### src/rtl/vedic_mult_pipe.sv
// Pipelined NxN Urdhva-Tiryagbhyam multiplier built from 4x4 Vedic cells.
// Three stages: sign/magnitude, crosswise column sums, carry-propagate and sign.
module vedic_mult_pipe #(
    parameter int WIDTH = 8,
    parameter int TAG_W = 4
) (
    input  logic               clk,
    input  logic               rst_n,
    input  logic               in_valid,
    output logic               in_ready,
    input  logic [WIDTH-1:0]   in_a,
    input  logic [WIDTH-1:0]   in_b,
    input  logic               in_signed,
    input  logic [TAG_W-1:0]   in_tag,
    output logic               out_valid,
    input  logic               out_ready,
    output logic [2*WIDTH-1:0] out_p,
    output logic [TAG_W-1:0]   out_tag
);

    localparam int ND   = WIDTH / 4;
    localparam int NCOL = 2 * ND - 1;
    localparam int CW   = 8 + $clog2(ND);
    localparam int PW   = 2 * WIDTH;

    if (WIDTH < 4 || (WIDTH & (WIDTH - 1)) != 0) begin : g_bad_width
        $error("vedic_mult_pipe: WIDTH must be a power of two >= 4");
    end
    if (TAG_W < 1) begin : g_bad_tag
        $error("vedic_mult_pipe: TAG_W must be >= 1");
    end

    // Most negative operand maps to 2^(WIDTH-1), still representable unsigned.
    function automatic logic [WIDTH-1:0] to_mag(input logic signed [WIDTH-1:0] v,
                                                input logic s);
        return (s && v[WIDTH-1]) ? WIDTH'(-v) : WIDTH'(v);
    endfunction

    function automatic logic [PW-1:0] apply_sign(input logic [PW-1:0] m, input logic neg);
        return neg ? (~m + 1'b1) : m;
    endfunction

    function automatic logic [7:0] vedic4(input logic [3:0] x, input logic [3:0] y);
        logic [7:0] r;
        logic [2:0] s;
        r = '0;
        for (int k = 0; k < 7; k++) begin
            s = '0;
            for (int i = 0; i < 4; i++) begin
                if (k - i >= 0 && k - i <= 3) s = s + 3'(x[i] & y[k-i]);
            end
            r = r + (8'(s) << k);
        end
        return r;
    endfunction

    function automatic logic [PW-1:0] carry_prop(input logic [NCOL-1:0][CW-1:0] c);
        logic [PW-1:0] acc;
        acc = '0;
        for (int k = 0; k < NCOL; k++) acc = acc + (PW'(c[k]) << (4 * k));
        return acc;
    endfunction

    logic                       en;
    logic                       vld_p0, vld_p1;
    logic [WIDTH-1:0]           a_mag_p0, b_mag_p0;
    logic                       neg_p0, neg_p1;
    logic [TAG_W-1:0]           tag_p0, tag_p1;
    logic [NCOL-1:0][CW-1:0]    col_c, col_p1;

    assign en       = !out_valid || out_ready;
    assign in_ready = en;

    always_comb begin
        col_c = '0;
        for (int i = 0; i < ND; i++) begin
            for (int j = 0; j < ND; j++) begin
                col_c[i+j] = col_c[i+j] + CW'(vedic4(a_mag_p0[4*i +: 4], b_mag_p0[4*j +: 4]));
            end
        end
    end

    always_ff @(posedge clk or negedge rst_n) begin
        if (!rst_n) begin
            vld_p0    <= 1'b0;
            vld_p1    <= 1'b0;
            out_valid <= 1'b0;
            out_p     <= '0;
            out_tag   <= '0;
        end else if (en) begin
            vld_p0    <= in_valid;
            vld_p1    <= vld_p0;
            out_valid <= vld_p1;
            // stage 3: carry-propagate add, then restore sign
            if (vld_p1) begin
                out_p   <= apply_sign(carry_prop(col_p1), neg_p1);
                out_tag <= tag_p1;
            end
        end
    end

    always_ff @(posedge clk) begin
        // stage 1: operand magnitudes and product sign
        if (en && in_valid) begin
            a_mag_p0 <= to_mag(in_a, in_signed);
            b_mag_p0 <= to_mag(in_b, in_signed);
            neg_p0   <= in_signed & (in_a[WIDTH-1] ^ in_b[WIDTH-1]);
            tag_p0   <= in_tag;
        end
        // stage 2: crosswise column sums, carries left unresolved
        if (en && vld_p0) begin
            col_p1 <= col_c;
            neg_p1 <= neg_p0;
            tag_p1 <= tag_p0;
        end
    end

endmodule
### config.mk
export PLATFORM = sky130hd
export DESIGN_NAME = vedic_mult_pipe
export DESIGN_NICKNAME = d
export VERILOG_FILES = /design/src/rtl/vedic_mult_pipe.sv
export SDC_FILE = /design/constraint.sdc
export NUM_CORES = 1
export LEC_CHECK = 0
export ABC_AREA = 1
export BUFFER_PORTS_ARGS = -buffer_cell sky130_fd_sc_hd__buf_2
export CORE_MARGIN = 4
export CORE_UTILIZATION = 40
export CTS_CLUSTER_DIAMETER = 80
export DETAILED_ROUTE_END_ITERATION = 10
export PLACE_DENSITY = 0.68
export SLEW_MARGIN = 10
export SYNTH_ARGS = -nofsm -noshare
export SYNTH_HDL_FRONTEND = slang
export SYNTH_SLANG_ARGS = --single-unit
### constraint.sdc
create_clock -name clk -period 5 [get_ports clk]
set_input_delay 0.25 -clock clk [delete_from_list [all_inputs] [get_ports clk]]
set_output_delay 0.25 -clock clk [all_outputs]
set_load 0.01 [all_outputs]
# [After elaboration in Yosys (flattened, before gate mapping)]
# Cells that the tools add are included.
[op_classes] reduce_logical=7 mux=3 bitwise_logic=67 n_addsub=66
[ops] op="bitwise AND 1 bit" n=65
[ops] op="adder 8 x 7 -> 8 bit" n=8
[ops] op="adder 1 x 1 -> 2 bit" n=20
[ops] op="adder 2 x 1 -> 3 bit" n=12
[ops] op="adder 7 x 7 -> 8 bit" n=4
[ops] op="adder 6 x 6 -> 7 bit" n=4
[ops] op="adder 4 x 5 -> 6 bit" n=4
[ops] op="adder 1 x 3 -> 4 bit" n=4
[ops] op="adder 14 x 16 -> 16 bit" n=1
[ops] op="adder 16 x 1 -> 16 bit (second input constant)" n=1
[ops] op="two-way mux 16 bit" n=1
[ops] op="two-way mux 8 bit" n=2
[ops] op="negation 8 bit" n=2
[ops] op="inverter 16 bit" n=1
[ops] op="adder 8 x 13 -> 14 bit" n=1
[ops] op="adder 3 x 1 -> 3 bit" n=4
[ops] op="adder 8 x 8 -> 9 bit" n=1
[ops] op="logical AND 1 bit" n=4
[ops] op="AND reduction 2 bit" n=1
[ops] op="logical NOT 1 bit" n=1
[ops] op="logical OR 1 bit" n=1
[ops] op="XOR 1 bit" n=1
[word_totals] in_bits=25 register_bits=74

# [Depth between registers and ports, before layout]
# Gate-level depths: netlist of the first run.
[depth] word_depth=9 mapped_depth=17 mapped_depth_nobuf=17

# [Worst setup path after synthesis of the first run]
# No wires, ideal clock.
[synth_timing] path_type="register -> register" startpoint="reg b_mag_p0[3]" endpoint="reg col_p1[16] (netlist name), data pin" path_slack_ns=1.426 t_arrival_ns=3.314 n_path_buf=1 path_stages_with_launch=16 period_less_slack_ns=3.574 cell_sequence="edfxtp_1 -> clkbuf_1 -> nand2_1 -> inv_1 -> fa_1 -> ha_1 -> ha_1 -> ha_1 -> fa_1 -> xor2_1 -> ha_1 -> a21boi_0 -> nor2_1 -> nor2_1 -> nor2_1 -> xor2_1"
[synth_rtl] item="start, declared" line="66" source="logic [WIDTH-1:0] a_mag_p0, b_mag_p0;"
[synth_rtl] item="start signal, assigned" line="106" source="b_mag_p0 <= to_mag(in_b, in_signed);"
[synth_rtl] item="end signal, assigned" line="112" source="col_p1 <= col_c;"
[synth_rtl] item="end, declared" line="69" source="logic [NCOL-1:0][CW-1:0] col_c, col_p1;"

==> reports/qor.yml, run 1 <==
floorplanning:
  dieWidth_um: 128.2
  fp.dieH_um: 128.2
  core_area_mm2: 0.01399
  start_util_pct: 41.30
  ios: 47
  design.die.area_mm2: 0.01643
  fp-row-count: 43
worst_setup_path:
  cp_max_fo: 8
  cpMaxStageDelayCell: "edfxtp_1"
  crit_type: "flop to flop"
  required_ns: 5.08
  crit_path_cell_trace: "nand2_1, inv_1, fa_1, ha_1, ha_1, ha_1, fa_1, xor2_1, ha_1, a21boi_0, nor2_1, nor2_1, nor2_1, xor2_1"
  cp.arrival_ns: 3.92
  cp_num_buf_inv: 1
  crit_path_end_kind: "flop"
  critPathLaunchType: "flop"
  crit_path_frequent_cell: "ha_1"
  cpLargestDelayFamily: "adder cells"
  worstSetupStartpoint: "b_mag_p0[3]"
  slowest_delay_ns: 0.50
  rr_startpoint: "b_mag_p0[3]"
clocking:
  post-cts-setup-buffers: 0
  cts_tree: "done"
  path_clk_slew_ns: 0.06
  h-tree-depth: 3
  clock_sinks: 74
  clk_path_buf_depth: 2
  cts_buffers: 9
  clock_latency_ns: 0.33
  cts_root_buffer: "clkbuf_16"
drt:
  vias: 4171
  avgViaCountPerCell: 4.629
  first_pass_iters: 4
  wl_per_cell_um: 11.80
  drt_iter0_markers: 207
  drc: 0
  ant_nets: 0
  drt_wl_total_um: 10640
global_route:
  grt_antenna_before_repair: 0
  grt_overflow: 0
  track_usage_pct: 13.72
  grt_pass1_vias: 4012
  grt_pass1_wl_um: 18270
  grt_max_degree: 32
power:
  swShare_pct: 40.81
  pwr-share-comb_pct: 48.2
  intPower_mw: 1.970
  clkPwrFrac_pct: 21.0
  p_leak_nw: 3.656
  p_seq_share_pct: 30.8
  p_switching_mw: 1.358
  irDropWorstVdd_mv: 0.2072
  power_density_mw_per_mm2: 512.0
timing:
  clock_skew_ns: 0.01062
  finalSetupViolCount: 0
  grt_setup_unrepaired: "no"
  max_slew.worst_pin.slew_ns: 0.7663
  relSlewSlack_pct: 48.86
  post-route-period-util_pct: 76.76
  hold_viol: 0
  period_minus_slack_ns: 3.838
  setup_slack_ns: 1.162
  timing.fmax_ghz: 0.2606
  final_max_slew_viol_count: 0
  finalSetupTns_ns: 0
finish:
  fill_cells: 1374
  drive_gt1_share_pct: 13.18
  final_util_pct: 46.47
  antennaDiodeCount: 0
  final_nets: 831
  area_delta_synth_final_pct: 12.52
min_path:
  min-delay-start: "in_tag[3]"
  min_path_type: "input pin to flop"
logic_synthesis:
  synth_fa_ha_area_share_pct: 22.35
  yosys.area_share.simple_pct: 21.42
  synth-seq-cells: 74
  syn-instance-count: 677
  seq_area_frac_synth_pct: 36.47
  synth_mux_area_share_pct: 0
  synth_top_family_by_area: "adder cells"
  avgSynthCellArea_um2: 8.533
  synth_area_mm2: 0.005777
  syn-num-nets: 792
  synth_xor_area_share_pct: 5.761
  ys_types: 32
  synth_compound_area_share_pct: 4.592
  ys_warn_count: 0
place:
  gp_congestion: 0.8600
  dp_hpwl_um: 8799
  place_ws_ns: 1.206
  io_buffers: 46
status:
  outcome: "completed"
job:
  maxCapViolCount: 0
registers in the layout (all words and copies together) (netlist names):
signal,flops
out_valid,1
vld_p0,1
b_mag_p0,8
out_tag,4
vld_p1,1
tag_p0,4
tag_p1,4
neg_p1,1
out_p,16
col_p1,25
neg_p0,1
a_mag_p0,8
power by group through the flow:
stage          sequential, mW  clock [mW]  combinational, mW
2_1_floorplan            1.02           0               1.23
3_3_place_gp             1.03           0               1.59
3_5_place_dp             1.04           0               1.61
4_1_cts                  1.03       0.712               1.63
5_1_grt                  1.05       0.747               1.86
6_report                 1.02       0.700               1.60
final timing paths:
path / slack, ns / to / depth (start not counted)
setup reg to reg: 1.16 / col_p1[16] / 14
setup / recovery: 1.16 / col_p1[16] / 14
max in group asynchronous: 4.23 / out_tag[1] / 2
min in group asynchronous: 0.43 / out_p[14] / 2
hold reg to reg: 0.42 / tag_p1[2] / 0
hold / removal: 0.09 / tag_p0[3] / 1
routing by layer:
| layer | up-vias | global-route usage (%) | routed length, um |
|---|---|---|---|
| met3 | 10 | 2.750 | 407 |
| met5 | - | 0 | 0 |
| met2 | 70 | 23.32 | 5242 |
| met1 | 1895 | 18.16 | 4880 |
| li1 | 2196 | - | - |
| met4 | 0 | 2.996 | 104 |
through the flow:
step                hold slack, ns  area [um^2]  power, mW  std cells
floorplan                 -0.04559         5777      2.250        677
global placement            0.2504         6165      2.626        884
detailed placement          0.2511         6165      2.652        884
CTS                        0.08230         6500      3.367        901
global route               0.07421         6500      3.649        901
finish                     0.09009         6500      3.328        901
cell usage in the layout, fill, tap and decap left out, types with 9 or more instances in the layout:
master	n
a21oi_1	17
buf_2	46
clkbuf_16	9
dfrtp_1	23
edfxtp_1	51
fa_1	22
ha_1	68
inv_1	119
nand2_1	182
nand2_2	16
nand3_1	29
nor2_1	38
o21ai_0	13
xnor2_1	13
xor2_1	25
area by class of cell:
| type | instances | area, um^2 | share of cell area [%] |
|---|---|---|---|
| clock buffer | 9 | 225.2 | 3.465 |
| clock inverter | 7 | 100.1 | 1.540 |
| inverter | 122 | 457.9 | 7.045 |
| multi-input combinational | 460 | 3129 | 48.14 |
| sequential | 74 | 2107 | 32.42 |
| tap | 180 | 225.2 | 3.465 |
| timing repair buffer | 49 | 255.2 | 3.927 |
Yosys cell counts:
cell	n	area share [%]
nor2_2	2	0.22
a31oi_1	1	0.11
buf_2	2	0.17
o21ai_2	1	0.15
edfxtp_1	51	27
nor2_4	2	0.39
buf_4	1	0.13
a21oi_1	17	1.5
nand3_2	4	0.69
nand2_4	2	0.39
o21bai_1	2	0.26
nand2_1	182	12
o21ai_0	13	1.1
nor2_1	39	2.5
a22oi_1	1	0.13
nor3b_1	2	0.26
nand4_1	2	0.22
o211ai_1	1	0.13
nand2_2	16	1.7
inv_2	3	0.19
nand3b_1	5	0.65
ha_1	68	15
xor2_1	25	3.8
fa_1	22	7.6
dfrtp_1	23	10
xnor2_1	13	2.0
nand3_1	29	2.5
inv_1	119	7.7
clkbuf_1	18	1.2
o21ai_1	5	0.43
o31ai_1	2	0.26
a21boi_0	4	0.52
worst register-to-register path, cell delays in order, from the launching register on:
cell and delay, ns:
edfxtp_1 0.50, nand2_1 0.11, inv_1 0.06, fa_1 0.47, ha_1 0.21, ha_1 0.28, ha_1 0.34, fa_1 0.47
xor2_1 0.18, ha_1 0.32, a21boi_0 0.29, nor2_1 0.07, nor2_1 0.09, nor2_1 0.05, xor2_1 0.13
timing repair:
item                       4_1_cts  5_1_grt
hold endpoints to repair        23        0
hold buffers                     1        0
setup endpoints to repair        0        0
resized for setup                0        0
kinds of logic after synthesis:
| family | after synthesis |
|---|---|
| AO/OA/AOI/OAI | 47 |
| XOR/XNOR | 38 |
| adder cells (fa/ha/maj) | 90 |
| buffers and inverters | 143 |
| flip-flops | 74 |
| AND/OR/NAND/NOR | 285 |
No activity file was read; power rests on OpenSTA's default activity.
==> inputs of run 2 (changes only) <==
--- a/config.mk
+++ b/config.mk
@@ -5,13 +5,13 @@
 export SDC_FILE = /design/constraint.sdc
 export NUM_CORES = 1
 export LEC_CHECK = 0
-export ABC_AREA = 1
+export ABC_AREA = 0
 export BUFFER_PORTS_ARGS = -buffer_cell sky130_fd_sc_hd__buf_2
 export CORE_MARGIN = 4
 export CORE_UTILIZATION = 40
 export CTS_CLUSTER_DIAMETER = 80
 export DETAILED_ROUTE_END_ITERATION = 10
-export PLACE_DENSITY = 0.68
+export PLACE_DENSITY = 0.7
 export SLEW_MARGIN = 10
 export SYNTH_ARGS = -nofsm -noshare
 export SYNTH_HDL_FRONTEND = slang
==> constraint.sdc (replaced) <==
create_clock -name clk -period 3.5 [get_ports clk]
set_input_delay 0.175 -clock clk [delete_from_list [all_inputs] [get_ports clk]]
set_output_delay 0.175 -clock clk [all_outputs]
set_load 0.01 [all_outputs]
==> reports/qor.yml, run 2 <==
status:
  outcome: "complete, but fails checks"  # was completed
  failed_checks: "negative setup slack"
logic_synthesis:
  netlist_top_cells_count: "and2_1 (68), ha_1 (68), edfxtp_1 (51)"  # was nand2_1 (182), inv_1 (119), ha_1 (68)
  synth-seq-cells: 74  # unchanged
  netlist_top_cells_area: "edfxtp_1 (28%), ha_1 (15%), dfrtp_1 (10%), fa_1 (8.0%), and2_1 (7.7%)"  # was edfxtp_1 (27%), ha_1 (15%), nand2_1 (12%), dfrtp_1 (10%), inv_1 (7.7%)
  ys_types: 52  # was 32
  syn-num-nets: 610  # was 792
  syn-instance-count: 495  # was 677
  ys_warn_count: 0  # unchanged
  synth_edf_count: 51  # unchanged
  seq_area_frac_synth_pct: 38.34  # was 36.47%
  synth_area_mm2: 0.005495  # was 0.005777 mm^2
  synth_ff_type: "edfxtp_1"  # unchanged
  async_flop_share_pct: 31.08  # unchanged
  yosys.area.top_type_share_pct: 27.87  # was 26.51%
  avgSynthCellArea_um2: 11.10  # was 8.533 um^2
  yosys.area.top_type: "edfxtp_1"  # unchanged
worst_setup_path:
  cpMaxStageDelayCell: "fa_1"  # was edfxtp_1
  slowest_delay_ns: 0.55  # was 0.50 ns
  crit_type: "flop to flop"  # unchanged
  crit_path_end_kind: "flop"  # unchanged
  critPathLaunchType: "flop"  # unchanged
  crit_path_frequent_cell: "ha_4"  # was ha_1
  cp_num_buf_inv: 0  # was 1
  cp.arrival_ns: 3.62  # was 3.92 ns
  required_ns: 3.58  # was 5.08 ns
  cp_max_fo: 4  # was 8
  crit_path_cell_trace: "and2_4, fa_1, ha_4, ha_4, fa_1, ha_4, a21oi_2, xnor2_1, ha_1, a21oi_2, o21ai_2, xor2_1"  # was nand2_1, inv_1, fa_1, ha_1, ha_1, ha_1, fa_1, xor2_1, ha_1, a21boi_0, nor2_1, nor2_1, nor2_1, xor2_1
  cpLargestDelayFamily: "adder cells"  # unchanged
drt:
  avgViaCountPerCell: 5.137  # was 4.629
  first_pass_iters: 4  # unchanged
  drt_iter0_markers: 226  # was 207
  vias: 3863  # was 4171
  drc: 0  # unchanged
  wl_per_cell_um: 15.16  # was 11.80 um
  drt_wl_total_um: 11400  # was 10640 um
  ant_nets: 0  # unchanged
place:
  place_inst: 730  # was 884
  dp_hpwl_um: 8711  # was 8799 um
  io_buffers: 46  # unchanged
  place_ws_ns: -0.09962  # was 1.206 ns
  gp_congestion: 0.8557  # was 0.8600
  place_area_mm2: 0.006126  # was 0.006165 mm^2
timing:
  max_slew.worst_pin.slew_ns: 0.9967  # was 0.7663 ns
  clock_skew_ns: 0.008549  # was 0.01062 ns
  finalSetupTns_ns: -0.04873  # was 0 ns
  grt_setup_unrepaired: "yes"  # was no
  timing.fmax_ghz: 0.2820  # was 0.2606 GHz
  hold_viol: 0  # unchanged
  period_minus_slack_ns: 3.547  # was 3.838 ns
  post-route-period-util_pct: 101.3  # was 76.76%
  setup_slack_ns: -0.04664  # was 1.162 ns
  relSlewSlack_pct: 33.55  # was 48.86%
  final_max_slew_viol_count: 0  # unchanged
  hold_slack_ns: 0.01719  # was 0.09009 ns
  finalSetupViolCount: 2  # was 0
power:
  swShare_pct: 38.25  # was 40.81%
  p_seq_share_pct: 29.2  # was 30.8%
  p_leak_nw: 2.955  # was 3.656 nW
  clkPwrFrac_pct: 19.3  # was 21.0%
  p_switching_mw: 1.833  # was 1.358 mW
  pwr-share-comb_pct: 51.5  # was 48.2%
  intPower_mw: 2.959  # was 1.970 mW
  power_density_mw_per_mm2: 718.8  # was 512.0 mW/mm^2
  power_mw: 4.792  # was 3.328 mW
  irDropWorstVdd_mv: 0.3532  # was 0.2072 mV
global_route:
  grt_max_degree: 31  # was 32
  grt_overflow: 0  # unchanged
  grt_pass1_wl_um: 19150  # was 18270 um
  met1_usage_pct: 17.10  # was 18.16%
  track_usage_pct: 14.71  # was 13.72%
  met2_usage_pct: 27.14  # was 23.32%
  busiest_layer: "met2"  # unchanged
  grt_antenna_before_repair: 0  # unchanged
  met3_usage_pct: 3.284  # was 2.750%
  grt_pass1_vias: 4156  # was 4012
floorplanning:
  design.die.area_mm2: 0.01568  # was 0.01643 mm^2
  start_util_pct: 41.17  # was 41.30%
  fp.dieH_um: 125.2  # was 128.2 um
  dieWidth_um: 125.2  # was 128.2 um
  fp-row-count: 42  # was 43
  ios: 47  # unchanged
  core_area_mm2: 0.01335  # was 0.01399 mm^2
clocking:
  clock_sinks: 74  # unchanged
  clock_latency_ns: 0.34  # was 0.33 ns
  cts_root_buffer: "clkbuf_16"  # unchanged
  path_clk_slew_ns: 0.06  # about the same
  h-tree-depth: 3  # unchanged
  cts_tree: "done"  # unchanged
  clk_path_buf_depth: 2  # unchanged
  cts_buffers: 9  # unchanged
finish:
  final_nets: 686  # was 831
  area_delta_synth_final_pct: 21.31  # was 12.52%
  final_area_mm2: 0.006666  # was 0.006500 mm^2
  largest_register_ff_count: 25  # unchanged
  final_common_cell: "and2_1"  # was nand2_1
  final_util_pct: 49.94  # was 46.47%
  mostFrequentLayoutCells: "and2_1 (64), ha_1 (53), edfxtp_1 (51)"  # was nand2_1 (182), inv_1 (119), ha_1 (68)
  largest-register: "col_p1"  # unchanged
  reg_top3: "col_p1 x25, out_p x16"  # unchanged
  fin_cells: 752  # was 901
  drive_gt1_share_pct: 22.92  # was 13.18%
  antennaDiodeCount: 0  # unchanged
job:
  maxCapViolCount: 0  # unchanged
min_path:
  min_path_type: "input pin to flop"  # unchanged
==> run 2: cell count changes after synthesis, sizes merged, moves of 12 or more <==
cell / change
nor2: -24
nand3: -29
and2: +68
clkbuf: -12
nand2: -171
inv: -106
==> run 2: cell families after synthesis <==
family,after synthesis,synth area share (%)
buffers and inverters,22,1.503
AOI/OAI and AO/OA,91,10.95
xor gates and xnor gates,44,7.013
and+or+nand+nor,165,16.87
muxes,9,1.822
adders and majority gates,90,23.50
DFF,74,38.34
==> run 2: layer usage <==
metal | up-vias | routed length, um
met5 | - | 0
li1 | 1922 | -
met4 | 0 | 167
met2 | 58 | 6097
met3 | 14 | 373
met1 | 1869 | 4760
==> run 2: power groups by stage <==
stage / logic, mW / registers [mW] / clock network [mW]
after floorplan: 1.58 / 1.45 / 0
after global placement: 2.18 / 1.40 / 0
after detailed placement: 2.24 / 1.42 / 0
after CTS: 2.31 / 1.40 / 0.949
after global routing: 2.78 / 1.44 / 0.983
final: 2.47 / 1.40 / 0.924
==> run 2: path summary, 6_finish.rpt <==
check                            start         end  slack [ns]  cells after the start
setup / recovery           b_mag_p0[2]  col_p1[16]       -0.05                     12
hold / removal               in_tag[2]   tag_p0[2]        0.02                      1
setup reg to reg           b_mag_p0[2]  col_p1[16]       -0.05                     12
hold reg to reg              tag_p0[1]   tag_p1[1]        0.42                      0
max in group asynchronous        rst_n  out_tag[1]        2.80                      2
min in group asynchronous        rst_n   out_p[10]        0.35                      2
==> run 2: worst reg2reg max path: stages (launching register included) <==
cell and delay, ns:
edfxtp_1 0.38, and2_4 0.18, fa_1 0.55, ha_4 0.20, ha_4 0.15, fa_1 0.55
ha_4 0.23, a21oi_2 0.16, xnor2_1 0.09, ha_1 0.37, a21oi_2 0.20, o21ai_2 0.09
xor2_1 0.15
==> run 2: final cells by class <==
type | count | area, um^2
fillers | 1208 | 6681
multi-input cells | 399 | 3551
flip-flops and latches | 74 | 2107
repair buffers | 71 | 422.9
clock buffers | 10 | 250.2
well taps | 176 | 220.2
inverters | 16 | 60.06
clock inverters | 6 | 55.05
==> run 2: repair_timing <==
item / in CTS / in global routing
buffers inserted: 3 / 2
hold buffers: 2 / 0
gates resized for setup: 4 / 22
endpoints found under the setup margin: 2 / 3
hold endpoints to repair: 24 / 0
pin swaps: 6 / 27
==> inputs of run 3 (changes only) <==
--- a/config.mk
+++ b/config.mk
@@ -6,12 +6,13 @@
 export NUM_CORES = 1
 export LEC_CHECK = 0
 export ABC_AREA = 0
-export BUFFER_PORTS_ARGS = -buffer_cell sky130_fd_sc_hd__buf_2
+export BUFFER_PORTS_ARGS = -buffer_cell sky130_fd_sc_hd__clkbuf_2
 export CORE_MARGIN = 4
 export CORE_UTILIZATION = 40
 export CTS_CLUSTER_DIAMETER = 80
 export DETAILED_ROUTE_END_ITERATION = 10
 export PLACE_DENSITY = 0.7
+export SETUP_SLACK_MARGIN = 0.5
 export SLEW_MARGIN = 10
 export SYNTH_ARGS = -nofsm -noshare
 export SYNTH_HDL_FRONTEND = slang
==> reports/qor.yml, run 3 (synthesis results as in run 2) <==
worst_setup_path:
  cpMaxStageDelayCell: "fa_2"  # was fa_1
  slowest_delay_ns: 0.59  # was 0.55 ns
  critPathLaunchType: "flop"  # unchanged
  ff2ff_path_depth: 12  # unchanged
  crit_path_frequent_cell: "ha_4"  # unchanged
  crit_type: "flop to flop"  # unchanged
  crit_path_end_kind: "flop"  # unchanged
  crit_cells: 12  # unchanged
  required_ns: 3.59  # was 3.58 ns
  cp.arrival_ns: 3.58  # was 3.62 ns
  cp_num_buf_inv: 0  # unchanged
  crit_path_cell_trace: "and2_4, fa_2, ha_4, ha_4, ha_4, fa_1, ha_4, a21boi_4, o21a_1, o21ai_1, nand2b_1, a21o_1"  # was and2_4, fa_1, ha_4, ha_4, fa_1, ha_4, a21oi_2, xnor2_1, ha_1, a21oi_2, o21ai_2, xor2_1
  cpLargestDelayFamily: "adder cells"  # unchanged
  cp_max_fo: 2  # was 4
timing:
  grt_setup_unrepaired: "yes"  # unchanged
  post-route-period-util_pct: 99.80  # was 101.3%
  period_minus_slack_ns: 3.493  # was 3.547 ns
  timing.fmax_ghz: 0.2863  # was 0.2820 GHz
  relSlewSlack_pct: 33.02  # was 33.55%
  finalSetupViolCount: 0  # was 2
  max_slew.worst_pin.slew_ns: 1.005  # was 0.9967 ns
  clock_skew_ns: 0.007233  # was 0.008549 ns
  hold_viol: 0  # unchanged
  final_max_slew_viol_count: 0  # unchanged
clocking:
  clk_path_buf_depth: 2  # unchanged
  clock_latency_ns: 0.33  # was 0.34 ns
  path_clk_slew_ns: 0.06  # about the same
  cts_buffers: 9  # unchanged
  clock_sinks: 74  # unchanged
  h-tree-depth: 3  # unchanged
  cts_root_buffer: "clkbuf_16"  # unchanged
  cts_tree: "done"  # unchanged
drt:
  vias: 3926  # was 3863
  first_pass_iters: 4  # unchanged
  wl_per_cell_um: 15.31  # was 15.16 um
  drt_iter0_markers: 156  # was 226
  drc: 0  # unchanged
  ant_nets: 0  # unchanged
  avgViaCountPerCell: 5.173  # was 5.137
  drt_wl_total_um: 11620  # was 11400 um
global_route:
  grt_pass1_vias: 4000  # was 4156
  grt_pass1_wl_um: 19230  # was 19150 um
  grt_overflow: 0  # unchanged
  track_usage_pct: 15.01  # was 14.71%
  grt_antenna_before_repair: 0  # unchanged
  grt_max_degree: 31  # unchanged
floorplanning:
  fp-row-count: 42  # unchanged
  ios: 47  # unchanged
  design.die.area_mm2: 0.01568  # unchanged
  fp.dieH_um: 125.2  # unchanged
  start_util_pct: 41.17  # unchanged
  core_area_mm2: 0.01335  # unchanged
  dieWidth_um: 125.2  # unchanged
finish:
  final_nets: 693  # was 686
  drive_gt1_share_pct: 28.64  # was 22.92%
  final_common_cell: "and2_1"  # unchanged
  largest_register_ff_count: 25  # unchanged
  mostFrequentLayoutCells: "and2_1 (62), edfxtp_1 (51), clkbuf_2 (46)"  # was and2_1 (64), ha_1 (53), edfxtp_1 (51)
  largest-register: "col_p1"  # unchanged
  area_delta_synth_final_pct: 26.37  # was 21.31%
  antennaDiodeCount: 0  # unchanged
  final_util_pct: 52.02  # was 49.94%
  fin_cells: 759  # was 752
  final_area_mm2: 0.006944  # was 0.006666 mm^2
  reg_top3: "col_p1 x25, out_p x16"  # unchanged
min_path:
  min_path_type: "input pin to flop"  # unchanged
  hold_depth: 1  # unchanged
job:
  maxCapViolCount: 0  # unchanged
power:
  p_leak_nw: 3.012  # was 2.955 nW
  irDropWorstVdd_mv: 0.2945  # was 0.3532 mV
  power_density_mw_per_mm2: 728.2  # was 718.8 mW/mm^2
status:
  outcome: "completed"  # was complete, but fails checks
place:
  gp_congestion: 0.8387  # was 0.8557
  io_buffers: 46  # unchanged
  dp_hpwl_um: 8552  # was 8711 um
  place_area_mm2: 0.006155  # was 0.006126 mm^2
  place_inst: 725  # was 730
-- run 3: cell types whose count changed in the layout (fill, tap and decap cells not counted), sizes merged --
cell         previous run  this run
dlygate4sd3             2         1
inv                    20        17
buf                    69        31
clkbuf                 10        58
clkinv                  2         3
-- run 3: layout make-up --
type,instances,area [um^2]
Fill cell,1203,6404
Multi-Input combinational cell,399,3732
Sequential cell,74,2107
Timing Repair Buffer,78,506.7
Clock buffer,12,289.0
Tap cell,176,220.2
Inverter,16,60.06
Clock inverter,4,28.78
-- run 3: final timing paths --
check                      slack, ns    endpoint         from
max                            0.007  col_p1[17]  a_mag_p0[7]
min                             0.02   tag_p0[1]    in_tag[1]
max reg2reg                    0.007  col_p1[17]  a_mag_p0[7]
min reg2reg                     0.42   tag_p1[3]    tag_p0[3]
max in group asynchronous       2.74    out_p[1]        rst_n
min in group asynchronous       0.38      vld_p1        rst_n
-- run 3: per-layer routing --
metal  vias to the layer above  GRT usage [%]  part of all wire (%)
li1                       1945              -                     -
met1                      1911          18.06                    43
met2                        58          26.89                    53
met3                        12          3.753                   3.0
met4                         0          3.827                   1.4
met5                         -              0                     0
-- run 3: power by group --
group / switching (mW) / internal, mW / total, mW
registers: 0.141 / 1.27 / 1.41
clock network: 0.355 / 0.587 / 0.942
logic: 1.42 / 1.29 / 2.71
-- run 3: per-stage QoR --
| step | setup WS (ns) | hold WS [ns] | TNS, ns | power (mW) |
|---|---|---|---|---|
| global route | -0.1120 | 0.01044 | -0.1614 | 5.459 |
| detailed placement | -0.02645 | 0.1984 | -0.02645 | 3.680 |
| floorplan | 0.05682 | -0.1206 | 0 | 3.096 |
| finish | 0.007042 | 0.02284 | 0 | 5.057 |
| global placement | 0.05992 | 0.1688 | 0 | 3.599 |
| CTS | 0.04694 | 0.01113 | 0 | 4.883 |
-- run 3: timing repair --
action / 4_1_cts / 5_1_grt
hold endpoints to repair: 23 / 0
setup buffers: 12 / 5
endpoints found under the setup margin: 10 / 10
resized for setup: 33 / 26
hold buffers: 1 / 0
pin swaps: 28 / 23
